--- config.mk ---
export PLATFORM = sky130hd
export DESIGN_NAME = div_seq_signed
export DESIGN_NICKNAME = d
export VERILOG_FILES = /design/src/rtl/div_seq_signed.sv
export SDC_FILE = /design/constraint.sdc
export NUM_CORES = 1
export LEC_CHECK = 0
export BUFFER_PORTS_ARGS = -buffer_cell sky130_fd_sc_hd__buf_2
export CAP_MARGIN = 20
export CORE_MARGIN = 2
export CORE_UTILIZATION = 52
export DETAILED_ROUTE_END_ITERATION = 8
export MAX_ROUTING_LAYER = met4
export PLACE_DENSITY = 0.86
export SYNTH_ARGS = -nofsm -noshare
export SYNTH_HDL_FRONTEND = slang
export SYNTH_SLANG_ARGS = --single-unit
--- constraint.sdc ---
create_clock -name clock -period 4.76 [get_ports clock]
set_input_delay 0 -clock clock [delete_from_list [all_inputs] [get_ports clock]]
set_output_delay 0 -clock clock [all_outputs]
set_load 0.05 [all_outputs]
--- src/rtl/div_seq_signed.sv ---
// Iterative signed restoring divider: magnitude conversion, one shift/subtract
// step per clock, sign re-applied to the quotient on completion.
module div_seq_signed #(
  parameter int WIDTH = 32
) (
  input  logic                    clock,
  input  logic                    reset,
  input  logic                    ctrl_DIV,
  input  logic signed [WIDTH-1:0] data_operandA,
  input  logic signed [WIDTH-1:0] data_operandB,
  output logic signed [WIDTH-1:0] data_result,
  output logic                    data_exception,
  output logic                    data_resultRDY,
  output logic                    busy
);

  localparam int CW = $clog2(WIDTH) + 1;
  localparam logic [WIDTH-1:0] MIN_VAL = {1'b1, {(WIDTH-1){1'b0}}};

  typedef enum logic [1:0] {IDLE, RUN, DONE} state_t;

  state_t            state, state_n;
  logic [WIDTH-1:0]  rem_r, dvd_r, dsr_r, exc_val;
  logic [CW-1:0]     cnt;
  logic              neg_q, exc_pend;
  logic [WIDTH:0]    shifted, diff;
  logic              qbit, last;
  logic [WIDTH-1:0]  rem_n, dvd_n;
  logic              b_zero, ovf, start_exc;
  logic              load_exc_now, load_pend, load_q;

  function automatic logic [WIDTH-1:0] mag(input logic signed [WIDTH-1:0] x);
    logic [WIDTH-1:0] u;
    u = x;
    return u[WIDTH-1] ? (~u + 1'b1) : u;
  endfunction

  function automatic logic signed [WIDTH-1:0] apply_sign(input logic [WIDTH-1:0] q,
                                                         input logic neg);
    return (neg && (q != '0)) ? (~q + 1'b1) : q;
  endfunction

  assign b_zero    = (data_operandB == '0);
  assign ovf       = ($unsigned(data_operandA) == MIN_VAL) && ($unsigned(data_operandB) == '1);
  assign start_exc = b_zero || ovf;

  // One restoring step; the extra bit keeps |B| = 2^(W-1) comparable.
  always_comb begin
    shifted = {rem_r, dvd_r[WIDTH-1]};
    diff    = shifted - {1'b0, dsr_r};
    qbit    = ~diff[WIDTH];
    rem_n   = qbit ? diff[WIDTH-1:0] : shifted[WIDTH-1:0];
    dvd_n   = {dvd_r[WIDTH-2:0], qbit};
  end

  assign last = (cnt == CW'(WIDTH - 1));

  always_ff @(posedge clock) begin
    if (reset) state <= IDLE;
    else       state <= state_n;
  end

  // An exceptional start issued in the DONE cycle detours through RUN for one
  // cycle so two ready pulses can never be adjacent.
  always_comb begin
    state_n = state;
    if (ctrl_DIV) begin
      state_n = (start_exc && (state != DONE)) ? DONE : RUN;
    end else begin
      case (state)
        IDLE:    state_n = IDLE;
        RUN:     if (exc_pend || last) state_n = DONE;
        DONE:    state_n = IDLE;
        default: state_n = IDLE;
      endcase
    end
  end

  always_comb begin
    busy           = (state == RUN);
    data_resultRDY = (state == DONE);
  end

  always_ff @(posedge clock) begin
    if (ctrl_DIV) begin
      rem_r    <= '0;
      dvd_r    <= mag(data_operandA);
      dsr_r    <= mag(data_operandB);
      neg_q    <= data_operandA[WIDTH-1] ^ data_operandB[WIDTH-1];
      cnt      <= '0;
      exc_pend <= start_exc;
      exc_val  <= ovf ? MIN_VAL : '0;
    end else if (state == RUN) begin
      rem_r <= rem_n;
      dvd_r <= dvd_n;
      cnt   <= cnt + 1'b1;
    end
  end

  assign load_exc_now = ctrl_DIV && start_exc && (state != DONE);
  assign load_pend    = !ctrl_DIV && (state == RUN) && exc_pend;
  assign load_q       = !ctrl_DIV && (state == RUN) && !exc_pend && last;

  always_ff @(posedge clock) begin
    if (reset) begin
      data_result    <= '0;
      data_exception <= 1'b0;
    end else if (load_exc_now) begin
      data_result    <= ovf ? MIN_VAL : '0;
      data_exception <= 1'b1;
    end else if (load_pend) begin
      data_result    <= exc_val;
      data_exception <= 1'b1;
    end else if (load_q) begin
      data_result    <= apply_sign(dvd_n, neg_q);
      data_exception <= 1'b0;
    end
  end

endmodule
==> results of run 1 <==
## worst max-delay path, stage by stage, from the launching register on
cell      delay [ns]
edfxtp_1        0.33
inv_1           0.05
ha_1            0.22
fa_1            0.40
nand2b_1        0.20
a21oi_2         0.16
o21ai_1         0.13
a211oi_2        0.40
or3_1           0.19
nand3_1         0.09
inv_1           0.09
ha_1            0.17
nor2b_2         0.20
nand2_1         0.13
or3_4           0.44
nand2b_1        0.19
or3_4           0.43
o41ai_4         0.30
xnor2_1         0.10
a22oi_1         0.18
nor2_1          0.05
## how the worst max path moves through the flow
stage                           end  cells past startpoint
floorplan           data_result[30]                     23
global placement    data_result[30]                     20
detailed placement  data_result[30]                     20
CTS                 data_result[30]                     20
global route        data_result[26]                     20
finish              data_result[30]                     20
## state kept, by name, summed over array words and instances, names as in the netlist
name / flops
data_result: 32
dsr_r: 32
dvd_r: 32
rem_r: 32
cnt: 6
state: 2
data_exception: 1
exc_pend: 1
exc_val: 1
neg_q: 1
## cells by family after synthesis
logic type / after synthesis / share of synthesized area, %
compound gates: 296 / 21.38
xor+xnor: 114 / 11.11
buf+inv: 97 / 4.331
fa+ha+maj: 38 / 5.375
simple gates: 337 / 18.21
flops: 140 / 38.66
mux: 8 / 0.9330
## stage by stage
| stage | power, mW | hold WS [ns] | TNS (ns) |
|---|---|---|---|
| after floorplan | 1.960 | 0.09887 | 0 |
| after global placement | 2.145 | 0.2749 | 0 |
| after detailed placement | 2.171 | 0.2757 | 0 |
| final | 3.471 | 0.01269 | 0 |
| after global routing | 3.618 | 0.01011 | -0.1987 |
| after CTS | 3.451 | 0.001119 | 0 |
## Yosys cell counts (14+ instances only)
master | number | area share (%)
nor2_1 | 118 | 4.9
or3_1 | 19 | 1.3
xor2_1 | 59 | 5.8
or4_1 | 14 | 1.2
o21ai_0 | 57 | 3.2
nand2_1 | 84 | 3.5
ha_1 | 37 | 5.2
a22o_1 | 16 | 1.6
clkbuf_1 | 37 | 1.5
a22oi_1 | 14 | 1.2
xnor2_1 | 55 | 5.4
dfxtp_1 | 73 | 16
a21oi_1 | 95 | 5.3
o31ai_1 | 23 | 1.9
a21o_1 | 14 | 1.2
edfxtp_1 | 67 | 22
inv_1 | 50 | 2.1
nor3_1 | 22 | 1.2
## layout make-up
cell class                 instances  area (µm²)  area share (%)
antenna                            1       2.502         0.02338
tap                              225       281.5           2.630
clock inverter                    15       126.4           1.180
clock buffer                      17       425.4           3.974
inverter                          51       191.4           1.788
sequential                       140        3473           32.44
timing repair buffer             158        1036           9.677
multi-input combinational        793        5169           48.28
## power groups by stage
stage	clock (mW)	sequential (mW)	combinational, mW
finish	1.26	1.44	0.769
global route	1.32	1.45	0.845
CTS	1.27	1.44	0.745
detailed placement	0	1.46	0.710
global placement	0	1.46	0.689
floorplan	0	1.44	0.523
## timing repair
item	in CTS	in global routing
hold buffers	40	0
gates resized for setup	0	6
buffers inserted	0	2
hold endpoints to repair	54	0
setup endpoints to repair	0	4
## layer usage
layer | routed length [µm] | GRT usage [%]
met5 | 0 | -
met4 | 836 | 10.82
met3 | 2214 | 4.901
met2 | 11710 | 42.98
met1 | 10130 | 36.29
==> flow_metrics.tcl, run 1 <==
set metrics [dict create \
    outcome "complete, no violations" \
    grt_max_degree 78 \
    fmax_mhz 218.3 \
    synth_nets 1135 \
    ys_ff_latch 140 \
    placementRows 48 \
    remaining_drc_errors 0 \
    worstMarginPinSlew_ns 1.012 \
    r2r-start "dvd_r[31]" \
    worst_slack_ns 0.1791 \
    combPwrFrac_pct 22.2 \
    crit_type "flip-flop to flip-flop" \
    cts-root-buf "clkbuf_16" \
    antenna_left 0 \
    insertion_delay_ns 0.43 \
    syn_avg_cell_area_um2 8.723 \
    routabilityCongestion 0.8977 \
    fin_area_um2 10710 \
    synth.distinct_cells 67 \
    place_inst 1325 \
    netlist_area_um2 8985 \
    ir_drop_uv 305.6 \
    crit_start "dvd_r[31]" \
    final_core_util_pct 62.54 \
    synth_seq_area_share_pct 38.66 \
    p_switching_mw 1.110 \
    ff2ff_path_depth 20 \
    pre_cts_slack_ns 0.09129 \
    drive_above_1_share_pct 15.42 \
    whs_path_depth 3 \
    p_leak_nw 4.330 \
    switching_share_pct 31.97 \
    critical_path_required_ns 5.07 \
    slew_headroom_pct 32.31 \
    track_usage_pct 27.72 \
    fin_skew_ns 0.008406 \
    reg2reg_slack_ns 0.18 \
    pwr_density_cell_nw_per_um2 324.2 \
    nFillCells 1313 \
    period_minus_slack_ns 4.581 \
    area_growth_pct 19.15 \
    drv_slew 0 \
    maxCapViolations 0 \
    clock-sinks 140 \
    layout_commonest_cell "nor2_1" \
    fin_crit_sh_pct 96.24 \
    mostFrequentLayoutCells "nor2_1 (118), buf_2 (100), a21oi_1 (94), nand2_1 (84), dfxtp_1 (73)" \
    tritoncts "built" \
    dr.pass1.iters 5 \
    via_count 8611 \
    pwr-share-seq_pct 41.5 \
    vias_per_cell 6.151 \
    io_buffers 101 \
    internal_power_mw 2.361 \
    overflow 0 \
    hold_path_end "dvd_r[5]" \
    clkPwrFrac_pct 36.3 \
    post_dp_cell_area_um2 9701 \
    numCtsBuffers 17 \
    fin_nets 1266 \
    grt_pass1_vias 8061 \
    grt_pass1_wl_mm 39.65 \
    die_y_um 135.5 \
    hold_viol 0 \
    final_cells 1400 \
    drtIter0Drc 1123 \
    ios 102 \
    crit_path_max_fanout 6 \
    postSynth.asyncResetShare_pct 0 \
    start_util_pct 52.49 \
    dieArea_um2 18350 \
    timing.rr.end "data_result[30]" \
    hold_class "input pin to flip-flop" \
    min_from "data_operandA[5]" \
    coreArea_um2 17120 \
    die_w_um 135.5 \
    ys_warn_count 0 \
    synth_ff_type "dfxtp_1" \
    wirelength_mm 24.89 \
    antenna_found_initial 1 \
    wl_per_cell_um 17.78 \
    critPathArrivalTime_ns 4.89 \
    clk_pin_slew_worst_paths_ns 0.07 \
    synth_edf_count 67 \
    syn-instance-count 1030 \
    cts_buffer_depth 2 \
    hpwlAfterDp_mm 16.42 \
    setup-violations-final 0 \
    htreeDepth 4 \
    cp-end-kind "flip-flop" \
    startpoint_type "flip-flop" \
]
No activity file was read; power rests on OpenSTA's default activity.
==> inputs of run 2 (changes only) <==
--- a/config.mk
+++ b/config.mk
@@ -7,11 +7,12 @@
 export LEC_CHECK = 0
 export BUFFER_PORTS_ARGS = -buffer_cell sky130_fd_sc_hd__buf_2
 export CAP_MARGIN = 20
-export CORE_MARGIN = 2
+export CORE_MARGIN = 5
 export CORE_UTILIZATION = 52
 export DETAILED_ROUTE_END_ITERATION = 8
 export MAX_ROUTING_LAYER = met4
 export PLACE_DENSITY = 0.86
+export SETUP_SLACK_MARGIN = 0.5
 export SYNTH_ARGS = -nofsm -noshare
 export SYNTH_HDL_FRONTEND = slang
 export SYNTH_SLANG_ARGS = --single-unit
==> run 2 against run 1 <==
Net effect: combinational power rose by 3.5%; sequential cell count did not move; global-route usage fell by 3.2 points; critical path depth fell by 1; first-iteration DRC count fell by 17%; setup slack improved by 0.33 ns; routed wire length fell by 0.68%; core utilization rose by 1.6 points; sequential power barely moved; critical path type unchanged; maximum frequency rose by 7.8%; highest routed layer unchanged; critical endpoint unchanged.
==> flow_metrics.tcl, run 2 (synthesis gave the netlist of run 1 again) <==
set metrics [dict create \
    die_y_um 141.5 \
    die_w_um 141.5 \
    routabilityCongestion 0.9672 \
    ff2ff_path_depth 19 \
    dieArea_um2 20010 \
    numCtsBuffers 17 \
    mostFrequentLayoutCells "nor2_1 (117), buf_2 (100), a21oi_1 (94), nand2_1 (83), dfxtp_1 (73)" \
    rsz0062_at_grt "yes" \
    slew_headroom_pct 32.74 \
    placementRows 48 \
    drv_slew 0 \
    drive_above_1_share_pct 17.12 \
    vias_per_cell 6.030 \
    final.setup.tns_ns 0 \
    io_buffers 101 \
    drtIter0Drc 932 \
    ir_drop_uv 271.5 \
    cpPeakStageDelay_ns 0.43 \
    fin_nets 1278 \
    start_util_pct 52.49 \
    grt_max_degree 84 \
    cp-end-kind "flip-flop" \
    hold_viol 0 \
    layout_commonest_cell "nor2_1" \
    cts_buffer_depth 2 \
    worst_path_max_delay_cell "or3_4" \
    grt_pass1_vias 7965 \
    crit_path_max_fanout 5 \
    via_count 8515 \
    cp_num_cells 19 \
    dr.pass1.iters 6 \
    path_cells "ha_2 > fa_2 > nand2b_4 > a21oi_4 > o21ai_4 > a211oi_4 > or3_1 > nand3_2 > inv_2 > ha_4 > nor2b_4 > nand2_2 > or3_4 > nand2b_4 > or3_4 > o41ai_4 > xnor2_1 > a22oi_1 > nor2_1" \
    setup-violations-final 0 \
    htreeDepth 4 \
    crit_family "simple AND/OR/NAND/NOR gates" \
    whs_path_depth 3 \
    insertion_delay_ns 0.43 \
    crit_buf_inv 1 \
    hold_class "input pin to flip-flop" \
    clk_pin_slew_worst_paths_ns 0.07 \
    worstMarginPinSlew_ns 1.005 \
    critPathArrivalTime_ns 4.56 \
    coreArea_um2 17120 \
    period_minus_slack_ns 4.251 \
    remaining_drc_errors 0 \
    maxCapViolations 0 \
    wirelength_mm 24.72 \
    pwr_density_cell_nw_per_um2 329.1 \
    antenna_left 0 \
    startpoint_type "flip-flop" \
    fin_crit_sh_pct 89.30 \
    critical_path_required_ns 5.07 \
    pre_cts_slack_ns 0.4496 \
    cts-root-buf "clkbuf_16" \
    track_usage_pct 24.51 \
    grt_pass1_wl_mm 38.99 \
    crit_type "flip-flop to flip-flop" \
    whs_ns 0.01335 \
    wl_per_cell_um 17.51 \
    outcome "complete, no violations" \
    area_growth_pct 22.11 \
    clock-sinks 140 \
    worst_slack_ns 0.5094 \
    p_leak_nw 4.434 \
    antenna_found_initial 1 \
    fmax_mhz 235.3 \
    fin_skew_ns 0.01142 \
    hpwlAfterDp_mm 16.46 \
    overflow 0 \
    ios 102 \
    tritoncts "built" \
]
## run 2: cell count changes in the layout (fill, tap and decap cells not counted), moves of 2 or more
cell | before | now
inv_6 | 6 | 4
buf_4 | 18 | 25
nand2b_1 | 11 | 9
inv_4 | 3 | 1
nand2b_4 | 0 | 2
o31ai_2 | 0 | 2
ha_1 | 37 | 34
o31ai_1 | 23 | 21
dlygate4sd3_1 | 40 | 45
inv_8 | 3 | 5
ha_4 | 0 | 2
## run 2: through the flow
step | cell area [µm²] | util [%] | instances | power [mW]
6_report | 10970 | 64.10 | 1412 | 3.611
5_1_grt | 10970 | 64.10 | 1412 | 3.756
4_1_cts | 10820 | 63.24 | 1400 | 3.580
3_5_place_dp | 9727 | 56.83 | 1319 | 2.178
3_3_place_gp | 9727 | 56.83 | 1319 | 2.158
2_1_floorplan | 9082 | - | 1030 | 1.978
## run 2: where the power goes
part           leakage (nW)  switching, mW  internal, mW
clock                 0.304          0.591         0.781
sequential             1.25         0.0801          1.36
combinational          2.88          0.465         0.331
## run 2: final timing paths
kind,slack [ns],start,to
worst max-delay path,0.51,dsr_r[0],data_result[30]
worst min-delay path,0.01,data_operandA[11],dvd_r[11]
worst max register to register,0.51,dsr_r[0],data_result[30]
worst min register to register,0.48,data_result[28],data_result[28]
## run 2: repair_timing
action / 4_1_cts / 5_1_grt
buffers inserted: 4 / 11
endpoints found under the setup margin: 3 / 15
endpoints found under the hold margin: 61 / 0
pin swaps: 5 / 14
gates resized for setup: 1 / 11
hold buffers: 45 / 0
## run 2: layer usage
layer  wire length [µm]  GRT usage [%]  vias up
li1                   -              -     4052
met1              10250          31.70     3981
met2              11840          39.30      436
met3               2073          3.707       46
met5                  0              -        -
met4                553          8.889        0
## run 2: final cells by class
type	count	area [µm²]
Timing Repair Buffer	170	1139
Tap cell	225	281.5
Inverter	51	191.4
Fill cell	1321	6145
Clock inverter	14	161.4
Multi-Input combinational cell	793	5273
Antenna cell	1	2.502
Sequential cell	140	3473
Clock buffer	18	450.4
## run 2: worst min-delay path, stage by stage
cell and delay (ns):
buf_2 0.12, xor2_1 0.07, a21oi_1 0.12
